## config.mk

```make
export PLATFORM = sky130hd
export DESIGN_NAME = shift_reg_unload
export DESIGN_NICKNAME = d
export VERILOG_FILES = /design/src/rtl/shift_reg_unload.sv
export SDC_FILE = /design/constraint.sdc
export NUM_CORES = 1
export LEC_CHECK = 0
export ABC_AREA = 1
export BUFFER_PORTS_ARGS = -buffer_cell sky130_fd_sc_hd__buf_2
export CORE_MARGIN = 5
export CORE_UTILIZATION = 35
export DETAILED_ROUTE_END_ITERATION = 6
export PLACE_DENSITY_LB_ADDON = 0.25
export SLEW_MARGIN = 15
export SYNTH_ARGS = -nofsm -noshare
export SYNTH_HDL_FRONTEND = slang
export SYNTH_SLANG_ARGS = --single-unit
export TNS_END_PERCENT = 50
```

## constraint.sdc

```tcl
create_clock -name clk -period 2.5 [get_ports clk]
set_clock_uncertainty 0.2 [all_clocks]
set_input_delay 0.125 -clock clk [delete_from_list [all_inputs] [get_ports clk]]
set_output_delay 0.125 -clock clk [all_outputs]
set_load 0.01 [all_outputs]
```

## src/rtl/shift_reg_unload.sv

```systemverilog
// Parallel-to-serial unloader: captures up to NUM_WORDS words in one handshake
// and drains them one word per beat on a valid/ready stream.
module shift_reg_unload #(
    parameter int                DATA_W    = 32,
    parameter int                NUM_WORDS = 4,
    parameter logic [DATA_W-1:0] RST_VAL   = '0,
    parameter bit                REVERSE   = 1'b0,
    parameter int                CNT_W     = $clog2(NUM_WORDS + 1)
) (
    input  logic              clk,
    input  logic              rst_n,
    input  logic              load_valid_i,
    output logic              load_ready_o,
    input  logic [DATA_W-1:0] load_data_i [NUM_WORDS],
    input  logic [CNT_W-1:0]  load_count_i,
    output logic [DATA_W-1:0] data_o,
    output logic              valid_o,
    input  logic              ready_i,
    output logic              last_o,
    output logic              busy_o
);

    localparam int               IDX_W   = $clog2(NUM_WORDS);
    localparam logic [CNT_W-1:0] MAX_CNT = CNT_W'(NUM_WORDS);

    logic [DATA_W-1:0] buf_q [NUM_WORDS];
    logic [DATA_W-1:0] buf_d [NUM_WORDS];
    logic [CNT_W-1:0]  rem_q, rem_d;
    logic [IDX_W-1:0]  idx_q, idx_d;
    logic [DATA_W-1:0] data_q, data_d;
    logic              valid_q, valid_d;
    logic              last_q, last_d;

    logic              load_accept;
    logic              beat_done;
    logic [CNT_W-1:0]  sat_cnt;
    logic [IDX_W-1:0]  first_idx;

    // A new load may land in the same cycle the final beat is taken, so no bubble.
    assign load_ready_o = (rem_q == '0) || (valid_q && ready_i && last_q);
    assign load_accept  = load_valid_i && load_ready_o;
    assign beat_done    = valid_q && ready_i;

    assign data_o  = data_q;
    assign valid_o = valid_q;
    assign last_o  = last_q;
    assign busy_o  = valid_q;

    always_comb begin
        buf_d     = buf_q;
        rem_d     = rem_q;
        idx_d     = idx_q;
        data_d    = data_q;
        valid_d   = valid_q;
        last_d    = last_q;
        sat_cnt   = (load_count_i > MAX_CNT) ? MAX_CNT : load_count_i;
        first_idx = REVERSE ? IDX_W'(sat_cnt - CNT_W'(1)) : '0;

        if (load_accept) begin
            buf_d = load_data_i;
            rem_d = sat_cnt;
            if (sat_cnt != '0) begin
                valid_d = 1'b1;
                data_d  = load_data_i[first_idx];
                last_d  = (sat_cnt == CNT_W'(1));
                idx_d   = REVERSE ? first_idx - IDX_W'(1) : first_idx + IDX_W'(1);
            end else begin
                valid_d = 1'b0;
                last_d  = 1'b0;
                data_d  = RST_VAL;
            end
        end else if (beat_done) begin
            // idx_q always points at the word to present after the current one.
            rem_d = rem_q - CNT_W'(1);
            if (rem_d != '0) begin
                valid_d = 1'b1;
                data_d  = buf_q[idx_q];
                last_d  = (rem_d == CNT_W'(1));
                idx_d   = REVERSE ? idx_q - IDX_W'(1) : idx_q + IDX_W'(1);
            end else begin
                valid_d = 1'b0;
                last_d  = 1'b0;
                data_d  = RST_VAL;
            end
        end
    end

    always_ff @(posedge clk or negedge rst_n) begin
        if (!rst_n) begin
            for (int i = 0; i < NUM_WORDS; i++) begin
                buf_q[i] <= '0;
            end
            rem_q   <= '0;
            idx_q   <= '0;
            data_q  <= RST_VAL;
            valid_q <= 1'b0;
            last_q  <= 1'b0;
        end else begin
            buf_q   <= buf_d;
            rem_q   <= rem_d;
            idx_q   <= idx_d;
            data_q  <= data_d;
            valid_q <= valid_d;
            last_q  <= last_d;
        end
    end

endmodule

```

Yosys cells after proc, flatten, opt, wreduce, memory -nomap -nowiden
Cells that the tools add are included.

Add/subtract/negate cells: 2. Magnitude comparators: 2. Equal/unequal tests: 3. Mux-type cells: 22. Bitwise gates (word level): 1. Reduce and logical (&&, ||, !) cells: 10.

Operators with widths (count): 32-bit 2-to-1 mux (6); 32-bit binary-select mux with 2-bit select (1); 3-bit 2-to-1 mux (3); 1-bit 2-to-1 mux (8); 2-bit 2-to-1 mux (4); 3-bit by 1-bit equality test with 1-bit output (second input constant) (2); 3-bit nonzero test (2); 2-bit nonzero test (2); 3-bit greater-or-equal comparator (second input constant) (1); 3-bit greater-than comparator (second input constant) (1); 1-bit logical AND (3); 3-bit logical NOT (1); 2-bit NOT with 3-bit output (1); 3-bit AND reduction (1); 3-bit by 1-bit subtractor with 3-bit output (second input constant) (1); 2-bit by 1-bit adder with 2-bit output (second input constant) (1); 2-bit by 1-bit != test with 1-bit output (second input constant) (1); 1-bit logical OR (1).

Register bits: 167. Bits of input ports: 135. Logic and storage cells: 49.

Logic depth before layout (Yosys ltp)
Gate-level depths: netlist (run 1).

Word-level depth: 7. Gate-level depth with buffers: 11. Gate-level depth less buffers: 9.

Worst setup path after synthesis (run 1)
OpenSTA, ideal clock, no wires.

Path kind: flip-flop to flip-flop. Start: reg rem_q[0]. End: reg idx_q[1]. Data arrival time: 1.376 ns. Required time: 2.183 ns. Setup slack: 0.807 ns. Cell stages (with the launch flop): 11. Cells stage by stage: dfrtp_1 -> inv_1 -> ha_1 -> nand2_2 -> nand2_1 -> nand2_2 -> buf_4 -> nand3_1 -> nand2_1 -> nand2_1 -> nand2_1.

Longest elaborated chain between the ends: 5.

Ends and longest elaborated chain: start, declared (line 28) `logic [CNT_W-1:0] rem_q, rem_d;`; start signal, assigned (line 100) `rem_q <= rem_d;`; 3-bit logical NOT * (line 40) `assign load_ready_o = (rem_q == '0) || (valid_q && ready_i && last_q);`; 1-bit logical OR * (line 40); via load_ready_o (line 13) `output logic load_ready_o,`; 1-bit logical AND * (line 41) `assign load_accept = load_valid_i && load_ready_o;`; 2-bit by 1-bit != test with 1-bit output (no line) / 2-bit nonzero test (equally long branches); 3-bit AND reduction (no line); end signal, assigned (line 101) `idx_q <= idx_d;`; end, declared (line 29) `logic [IDX_W-1:0] idx_q, idx_d;`.

The timed path passes the listed nets; every way through them passes the cells marked *. A chain may end at the register's enable or synchronous reset.

Final worst setup path (run 1)
Start: reg rem_q[0]. End: reg data_q[21], in the netlist data_o[21].

Longest elaborated chain between the ends: 5.

Ends and longest elaborated chain: 3-bit by 1-bit subtractor with 3-bit output (line 74) `rem_d = rem_q - CNT_W'(1);`; 3-bit nonzero test (line 75) `if (rem_d != '0) begin`; 32-bit 2-to-1 mux (line 75); 32-bit 2-to-1 mux (line 72) `end else if (beat_done) begin`; 32-bit 2-to-1 mux (line 59) `if (load_accept) begin`; end signal, assigned (line 102) `data_q <= data_d;`; end, declared (line 30) `logic [DATA_W-1:0] data_q, data_d;`.

Parallel ways exist; a longest one is shown, timed or not. The select of a mux whose other input is x is not followed.

==> flow_metrics.env, run 1 <==
export IMPL_hpwl_um=14700
export IMPL_portBuffers=170
export IMPL_syn_avg_cell_area_sq_um=7.48
export IMPL_dr_max_layer_used="met4"
export IMPL_grt_first_pass_wirelength_um=39200
export IMPL_antenna_found_initial=0
export IMPL_antenna_cells=0
export IMPL_synthDistinctLibCells=20
export IMPL_clockBufferDepth=2
export IMPL_dieArea_sq_mm=0.0267
export IMPL_clkSinkCount=167
export IMPL_netlist_area_leader_share=0.508
export IMPL_fin_crit_sh=0.861
export IMPL_tritoncts="done"
export IMPL_drt_met1_wl_um=12000
export IMPL_die_w_um=163
export IMPL_synth_fp_nets=1238
export IMPL_timing_max_transition_violations_final=0
export IMPL_insertion_delay_ns=0.42
export IMPL_worstMarginPinSlew_ns=0.849
export IMPL_utilization=0.482
export IMPL_fin_ws_ns=0.348
export IMPL_drc=0
export IMPL_area_delta_synth_final_pct=36.7
export IMPL_fin_tns_setup_ns=0
export IMPL_dr_pass1_iters=5
export IMPL_fmax_mhz=465
export IMPL_grt_total_usage=0.184
export IMPL_dpl_cell_area_sq_mm=0.00930
export IMPL_synth_seq_cells=167
export IMPL_htree_levels=4
export IMPL_design_area_sq_mm=0.0112
export IMPL_critPathLaunchType="register"
export IMPL_worstPathMaxFanout=131
export IMPL_postCtsSetupBuffers=0
export IMPL_synth_seq_area_share=0.508
export IMPL_powerDensity_mw_per_mm2=1170
export IMPL_start_util=0.352
export IMPL_numCtsBuffers=17
export IMPL_synthTopCellsByArea="dfrtp_1 (51%), nand2_1 (20%), o21ai_0 (8.2%), nand3_1 (8.1%), inv_1 (6.3%)"
export IMPL_dr_wl_met2_um=11000
export IMPL_rsz0062_at_grt="no"
export IMPL_period_minus_slack_ns=2.15
export IMPL_path_class="register to register"
export IMPL_wirelength_um=24200
export IMPL_cts_hold_buf=133
export IMPL_die_h_um=163
export IMPL_routabilityCongestion=0.802
export IMPL_wl_per_cell_um=14.2
export IMPL_setup_viol=0
export IMPL_max_slew_margin_rel=0.432
export IMPL_drtAntennaViolNets=0
export IMPL_hold_depth=5
export IMPL_final_cell_count_no_fill=1699
export IMPL_drv_cap=0
export IMPL_vias=7609
export IMPL_pre_cts_ws_ns=0.380
export IMPL_num_rows=56
export IMPL_dr_wl_met3_um=840
export IMPL_overflow=0
export IMPL_syn_inst=1099
export IMPL_drt_initial_drc_count=526
export IMPL_synth_area_sq_mm=0.00822
export IMPL_cp_required_ns=2.66
export IMPL_grt_max_degree=132
export IMPL_hold_class="input pin to register"
export IMPL_p_leak_nw=5.86
export IMPL_ir_worst_vdd_mv=0.591
export IMPL_yosys_area_top_type="dfrtp_1"
export IMPL_path_clk_slew_ns=0.07
export IMPL_routed_via_density=4.48
export IMPL_root_buffer="clkbuf_16"
export IMPL_ff2ff_path_depth=9
export IMPL_core_area_sq_mm=0.0233
export IMPL_status="finished, final reports clean"
export IMPL_hold_slack_ns=0.0502
export IMPL_ioPinCount=171
export IMPL_finalPower_mw=13.2
export IMPL_drive_gt1_frac=0.167
export IMPL_placedCellCount=1534
export IMPL_worstSetupEndpointType="register"
export IMPL_cts_resized=0
export IMPL_nets=1506
export IMPL_yosys_warnings=0
export IMPL_hold_viol=0
export IMPL_cp_arrival_ns=2.31
export IMPL_grt_pass1_vias=7554
[layout make-up]
class	instances	area, sq um
Clock buffer	17	425
Clock inverter	15	173
Fill cell	2303	12100
Inverter	139	522
Multi-Input combinational cell	722	3120
Sequential cell	167	4180
Tap cell	319	399
Timing Repair Buffer	320	2410
[state kept, by name (all words and copies together) (netlist names)]
name and count:
buf_q 128, data_o 32, idx_q 2, last_o 1, rem_q 3, busy_o 1
[critical path, cell delays in order, from the launching register on]
cell      delay [ns]
dfrtp_1         0.40
inv_1           0.13
ha_1            0.18
nand2_2         0.08
a21boi_4        0.27
buf_12          0.38
nand3_1         0.13
nand2_1         0.10
nand2_1         0.05
nand2_1         0.07
[final timing paths]
check / start / end / slack, ns
worst min-delay path: ready_i / rem_q[2] / 0.05
min in group asynchronous: rst_n / buf_q[32] / 0.10
worst max-delay path: rem_q[0] / data_o[21] / 0.35
worst max register to register: rem_q[0] / data_o[21] / 0.35
worst min register to register: data_o[6] / data_o[6] / 0.29
max in group asynchronous: rst_n / buf_q[67] / 1.67
[cells in the final DEF (no fill, tap or decap), drive strengths merged]
cell type / netlist / final
bufinv: 0 / 1
o211ai: 1 / 1
xnor2: 1 / 1
nand3: 133 / 133
or2: 1 / 1
nand3b: 1 / 1
nor2: 8 / 8
inv: 139 / 149
dfrtp: 167 / 167
o21ai: 135 / 135
buf: 63 / 188
a21boi: 1 / 1
nand2: 436 / 436
ha: 4 / 4
clkinv: 0 / 4
clkbuf: 8 / 17
a21oi: 1 / 1
dlygate4sd3: 0 / 132
[kinds of logic after synthesis]
group | share of synthesized area
AO/OA/AOI/OAI | 0.0851
XOR/XNOR | 0.00107
adder cells (fa/ha/maj) | 0.00609
AND/OR/NAND/NOR | 0.286
buffers and inverters | 0.113
flip-flops | 0.508
[Yosys cell counts, drive strengths merged]
cell,number
dfrtp,167
nor2,8
or2,1
nand3,133
a21oi,1
nand2,436
xnor2,1
ha,4
a21boi,1
inv,139
buf,63
o211ai,1
o21ai,135
nand3b,1
clkbuf,8
[report_power, final]
group          internal (mW)  total (mW)  switching, mW  leakage (nW)
Sequential              4.01        4.47          0.461          2.06
Clock                   1.43        2.69           1.26         0.294
Combinational           2.15        6.01           3.86          3.51
[routing by layer]
layer | GRT usage | vias up
met5 | 0 | -
met4 | 0.0438 | 0
met3 | 0.0333 | 20
met2 | 0.293 | 150
met1 | 0.263 | 3514
li1 | - | 3925
(Power assumes the default switching activity.)
==> run 2, diff against run 1 <==
- PLACE_DENSITY_LB_ADDON: 0.25 -> default
==> run 2 against run 1 <==
Effect of this change: via count up 1.8%; critical path type unchanged; combinational power up 0.8%; clock power up 2%; die area unchanged.
==> flow_metrics.env, run 2 (synthesized netlist as in run 1, its figures left out) <==
export IMPL_vias=7746
export IMPL_seq_area_sq_mm=0.00418
export IMPL_core_area_sq_mm=0.0233
export IMPL_insertion_delay_ns=0.42
export IMPL_hpwl_um=15400
export IMPL_setup_viol=0
export IMPL_drive_gt1_frac=0.170
export IMPL_fmax_mhz=480
export IMPL_worstSetupEndpointType="register"
export IMPL_slowest_delay_ns=0.42
export IMPL_grtUsageMet2=0.309
export IMPL_die_w_um=163
export IMPL_powerDensity_mw_per_mm2=1180
export IMPL_ir_worst_vdd_mv=0.650
export IMPL_root_buffer="clkbuf_16"
export IMPL_pwr_share_clk=0.206
export IMPL_cp_arrival_ns=2.23
export IMPL_clockBufferDepth=2
export IMPL_path_buf_inv=2
export IMPL_fin_crit_sh=0.833
export IMPL_path_clk_slew_ns=0.07
export IMPL_max_slew_margin_rel=0.572
export IMPL_antenna_cells=0
export IMPL_clkSinkCount=167
export IMPL_hold_slack_ns=0.0362
export IMPL_nets=1511
export IMPL_largest_register="buf_q"
export IMPL_p_sw_frac=0.413
export IMPL_worstMarginPinSlew_ns=0.641
export IMPL_portBuffers=170
export IMPL_p_leak_nw=5.89
export IMPL_grt_max_degree=98
export IMPL_htree_levels=4
export IMPL_ioPinCount=171
export IMPL_p_seq_frac=0.338
export IMPL_p_comb_frac=0.456
export IMPL_grt_total_usage=0.189
export IMPL_grtUsageMet3=0.0298
export IMPL_drc=0
export IMPL_drt_initial_drc_count=523
export IMPL_critPathLaunchType="register"
export IMPL_routabilityCongestion=0.806
export IMPL_period_minus_slack_ns=2.08
export IMPL_cts_resized=0
export IMPL_busiest_layer="met2"
export IMPL_fin_tns_setup_ns=0
export IMPL_crit_slowest_cell="buf_4"
export IMPL_fillers=2272
export IMPL_num_rows=56
export IMPL_timing_max_transition_violations_final=0
export IMPL_wirelength_um=24700
export IMPL_grt_pass1_vias=7736
export IMPL_final_common_cell="nand2_1"
export IMPL_tritoncts="done"
export IMPL_antenna_found_initial=0
export IMPL_worstPathCellList="inv_1 > ha_1 > nand2_2 > nand2_1 > nand2_2 > buf_4 > nand3_1 > nand2_1 > nand2_1 > nand2_1"
export IMPL_routed_via_density=4.55
export IMPL_cpLargestDelayFamily="simple AND/OR/NAND/NOR gates"
export IMPL_use_met1=0.259
export IMPL_worstPathMaxFanout=40
export IMPL_hold_viol=0
export IMPL_path_class="register to register"
export IMPL_wl_per_cell_um=14.5
export IMPL_drtAntennaViolNets=0
export IMPL_start_util=0.352
export IMPL_hold_class="input pin to register"
export IMPL_largest_reg_flops=128
export IMPL_power_switching_mw=5.49
export IMPL_p_int_mw=7.81
export IMPL_multiInputGateArea_sq_mm=0.00312
export IMPL_cpMostUsedCell="nand2_1"
export IMPL_dieArea_sq_mm=0.0267
export IMPL_drv_cap=0
export IMPL_rsz0062_at_grt="no"
export IMPL_numCtsBuffers=17
export IMPL_cp_required_ns=2.65
export IMPL_status="finished, final reports clean"
export IMPL_overflow=0
export IMPL_area_delta_synth_final_pct=37.3
export IMPL_die_h_um=163
export IMPL_final_cell_mix="nand2_1 (432), buf_2 (169), dfrtp_1 (165)"
export IMPL_grt_first_pass_wirelength_um=40100
export IMPL_dr_pass1_iters=6
[run 2: power by group through the flow]
| stage | Sequential (mW) | Clock, mW | Combinational [mW] |
|---|---|---|---|
| 6_report | 4.50 | 2.74 | 6.06 |
| 5_1_grt | 4.61 | 2.91 | 7.02 |
| 4_1_cts | 4.50 | 2.81 | 6.11 |
| 3_5_place_dp | 4.54 | 0 | 5.91 |
| 3_3_place_gp | 4.51 | 0 | 5.81 |
| 2_1_floorplan | 4.49 | 0 | 4.24 |
[run 2: metal layers]
layer,vias up,wire length [um]
met5,-,0
met1,3598,11600
met2,186,11700
met4,0,367
li1,3934,-
met3,28,1040
[run 2: timing repair]
item	CTS	global route
hold buffers	132	0
endpoints found under the hold margin	311	0
setup buffers	0	0
[run 2: layout make-up]
class,instances,share of cell area
clock buffer,23,0.0441
sequential,167,0.371
timing repair buffer,325,0.217
multi-input combinational,722,0.277
clock inverter,9,0.00987
inverter,139,0.0462
tap,319,0.0354
[run 2: final timing paths]
path,depth (start not counted),startpoint,to,slack [ns]
worst min register to register,2,data_o[4],data_o[4],0.28
worst max-delay path,10,rem_q[0],idx_q[1],0.42
worst min-delay path,5,ready_i,rem_q[2],0.04
worst max register to register,10,rem_q[0],idx_q[1],0.42
max in group asynchronous,3,rst_n,data_o[3],1.33
min in group asynchronous,2,rst_n,buf_q[60],0.06
[run 2: worst min-delay path: stages]
cell and delay [ns]:
buf_2 0.12, nand2_1 0.13, o21ai_0 0.11, o21ai_0 0.07
o21ai_0 0.07
[run 2: metrics by stage]
stage | area (sq um) | worst slack (ns) | utilization | instances | power, mW
after floorplan | 8220 | 0.807 | - | 1099 | 8.73
after global placement | 9350 | 0.474 | 0.401 | 1540 | 10.3
after detailed placement | 9350 | 0.436 | 0.401 | 1540 | 10.4
after CTS | 11300 | 0.414 | 0.484 | 1704 | 13.4
after global routing | 11300 | 0.220 | 0.484 | 1704 | 14.5
final | 11300 | 0.418 | 0.484 | 1704 | 13.3
==> run 3, diff against run 2 <==
- clock period: 2.5 -> 2.1 ns (I/O delays scaled with it)
==> run 3 against run 2 <==
Effect of this change: first-iteration DRC count shrank 0.57%; design area grew 2.1%; setup slack worse by 0.31 ns; sequential share of layout area fell by 0.76 points; critical path depth fell by 2; largest cell class unchanged.
==> flow_metrics.env, run 3 (synthesized netlist as in run 1, its figures left out) <==
export IMPL_insertion_delay_ns=0.42
export IMPL_pre_cts_ws_ns=0.0129
export IMPL_final_cell_count_no_fill=1727
export IMPL_die_h_um=163
export IMPL_multiInputGateArea_sq_mm=0.00312
export IMPL_p_int_mw=9.55
export IMPL_wl_per_cell_um=14.8
export IMPL_root_buffer="clkbuf_16"
export IMPL_htree_levels=4
export IMPL_largest_register="buf_q"
export IMPL_antenna_cells=0
export IMPL_ioPinCount=171
export IMPL_design_area_sq_mm=0.0115
export IMPL_drv_cap=0
export IMPL_hold_viol=0
export IMPL_dpl_cell_area_sq_mm=0.00953
export IMPL_status="finished, final reports clean"
export IMPL_overflow=0
export IMPL_max_slew_margin_rel=0.658
export IMPL_critPathLaunchType="register"
export IMPL_period_minus_slack_ns=1.99
export IMPL_core_area_sq_mm=0.0233
export IMPL_seq_area_sq_mm=0.00418
export IMPL_grt_first_pass_wirelength_um=40300
export IMPL_use_met1=0.264
export IMPL_nets=1535
export IMPL_utilization=0.494
export IMPL_fillers=2212
export IMPL_hpwl_um=15300
export IMPL_timing_max_transition_violations_final=0
export IMPL_pwr_share_clk=0.200
export IMPL_cp_required_ns=2.22
export IMPL_fin_tns_setup_ns=0
export IMPL_num_rows=56
export IMPL_clockBufferDepth=2
export IMPL_routabilityCongestion=0.760
export IMPL_clkSinkCount=167
export IMPL_drive_gt1_frac=0.183
export IMPL_setup_viol=0
export IMPL_worstPathMaxFanout=44
export IMPL_grt_total_usage=0.190
export IMPL_grt_pass1_vias=7810
export IMPL_routed_via_density=4.61
export IMPL_drtAntennaViolNets=0
export IMPL_area_delta_synth_final_pct=40.1
export IMPL_vias=7969
export IMPL_busiest_layer="met2"
export IMPL_path_class="register to register"
export IMPL_cp_arrival_ns=2.10
export IMPL_reg2reg_from="rem_q[0]"
export IMPL_portBuffers=170
export IMPL_p_leak_nw=6.03
export IMPL_hold_class="input pin to async pin"
export IMPL_worstMarginPinSlew_ns=0.514
export IMPL_dieArea_sq_mm=0.0267
export IMPL_p_comb_frac=0.472
export IMPL_numCtsBuffers=17
export IMPL_grt_max_degree=88
export IMPL_dr_pass1_iters=5
export IMPL_drc=0
export IMPL_final_cell_mix="nand2_1 (432), buf_2 (169), dfrtp_1 (165)"
export IMPL_start_util=0.352
export IMPL_wirelength_um=25500
export IMPL_worstSetupEndpointType="register"
export IMPL_fin_ws_ns=0.113
export IMPL_ff2ff_path_depth=8
export IMPL_power_switching_mw=6.60
export IMPL_p_sw_frac=0.409
export IMPL_fin_crit_sh=0.946
export IMPL_antenna_found_initial=0
export IMPL_powerDensity_mw_per_mm2=1400
export IMPL_p_seq_frac=0.328
export IMPL_die_w_um=163
export IMPL_regToRegSetupSlack_ns=0.11
export IMPL_r2r_end="buf_q[36]"
export IMPL_tritoncts="done"
export IMPL_grtUsageMet2=0.309
export IMPL_largest_reg_flops=128
export IMPL_grtUsageMet3=0.0351
export IMPL_drt_initial_drc_count=520
export IMPL_ir_worst_vdd_mv=0.721
export IMPL_path_clk_slew_ns=0.07
export IMPL_rsz0062_at_grt="no"
export IMPL_final_common_cell="nand2_1"
export IMPL_placedCellCount=1560
export IMPL_fmax_mhz=503
-- run 3: changes by cell type in the layout (fill, tap and decap cells not counted), sizes merged --
| cell | previous run | this run |
|---|---|---|
| buf | 193 | 215 |
| bufinv | 2 | 3 |
| clkbuf | 23 | 22 |
| clkinv | 2 | 5 |
| clkinvlp | 2 | 1 |
| inv | 142 | 141 |
-- run 3: per-layer routing --
metal | vias to the layer above | wire [um]
li1 | 3981 | -
met1 | 3722 | 11700
met2 | 243 | 12200
met3 | 23 | 1320
met4 | 0 | 328
met5 | - | 0
-- run 3: worst max-delay path by stage --
stage	slack [ns]	start	endpoint
6_report	0.11	rem_q[0]	buf_q[36]
5_1_grt	0.004	rem_q[0]	buf_q[36]
4_1_cts	0.05	rem_q[0]	buf_q[64]
3_5_place_dp	0.01	rem_q[0]	rem_q[1]
3_3_place_gp	0.08	rem_q[0]	rem_q[1]
2_1_floorplan	0.41	rem_q[0]	idx_q[1]
-- run 3: metrics by stage --
step / power (mW) / hold WS, ns
after global routing: 17.7 / 0.0515
after detailed placement: 12.7 / -0.191
after floorplan: 10.4 / -0.391
final: 16.1 / 0.0270
after CTS: 16.2 / 0.0136
after global placement: 12.5 / -0.197
-- run 3: power groups by stage --
| stage | clock (mW) | sequential, mW | combinational [mW] |
|---|---|---|---|
| 3_3_place_gp | 0 | 5.32 | 7.20 |
| 3_5_place_dp | 0 | 5.35 | 7.31 |
| 6_report | 3.23 | 5.29 | 7.62 |
| 2_1_floorplan | 0 | 5.35 | 5.05 |
| 4_1_cts | 3.32 | 5.30 | 7.56 |
| 5_1_grt | 3.45 | 5.46 | 8.79 |
-- run 3: area by class of cell --
cell class,count,share of cell area
clock buffer,20,0.0388
clock inverter,11,0.0128
inverter,139,0.0455
multi-input combinational,722,0.271
sequential,167,0.363
tap,319,0.0346
timing repair buffer,349,0.234
-- run 3: critical path, stage by stage, from the launching register on --
cell and delay (ns):
dfrtp_1 0.40, inv_1 0.12, ha_1 0.18, nand2_2 0.08, a21boi_4 0.22, clkbuf_16 0.28, buf_4 0.20, nand2_1 0.07
o21ai_0 0.10
-- run 3: repair_timing --
action,CTS,global route
endpoints found under the hold margin,331,0
setup buffers,0,1
hold buffers,133,0
gates cloned,0,2
pin swaps,0,1
setup endpoints to repair,1,83
gates resized for setup,1,2
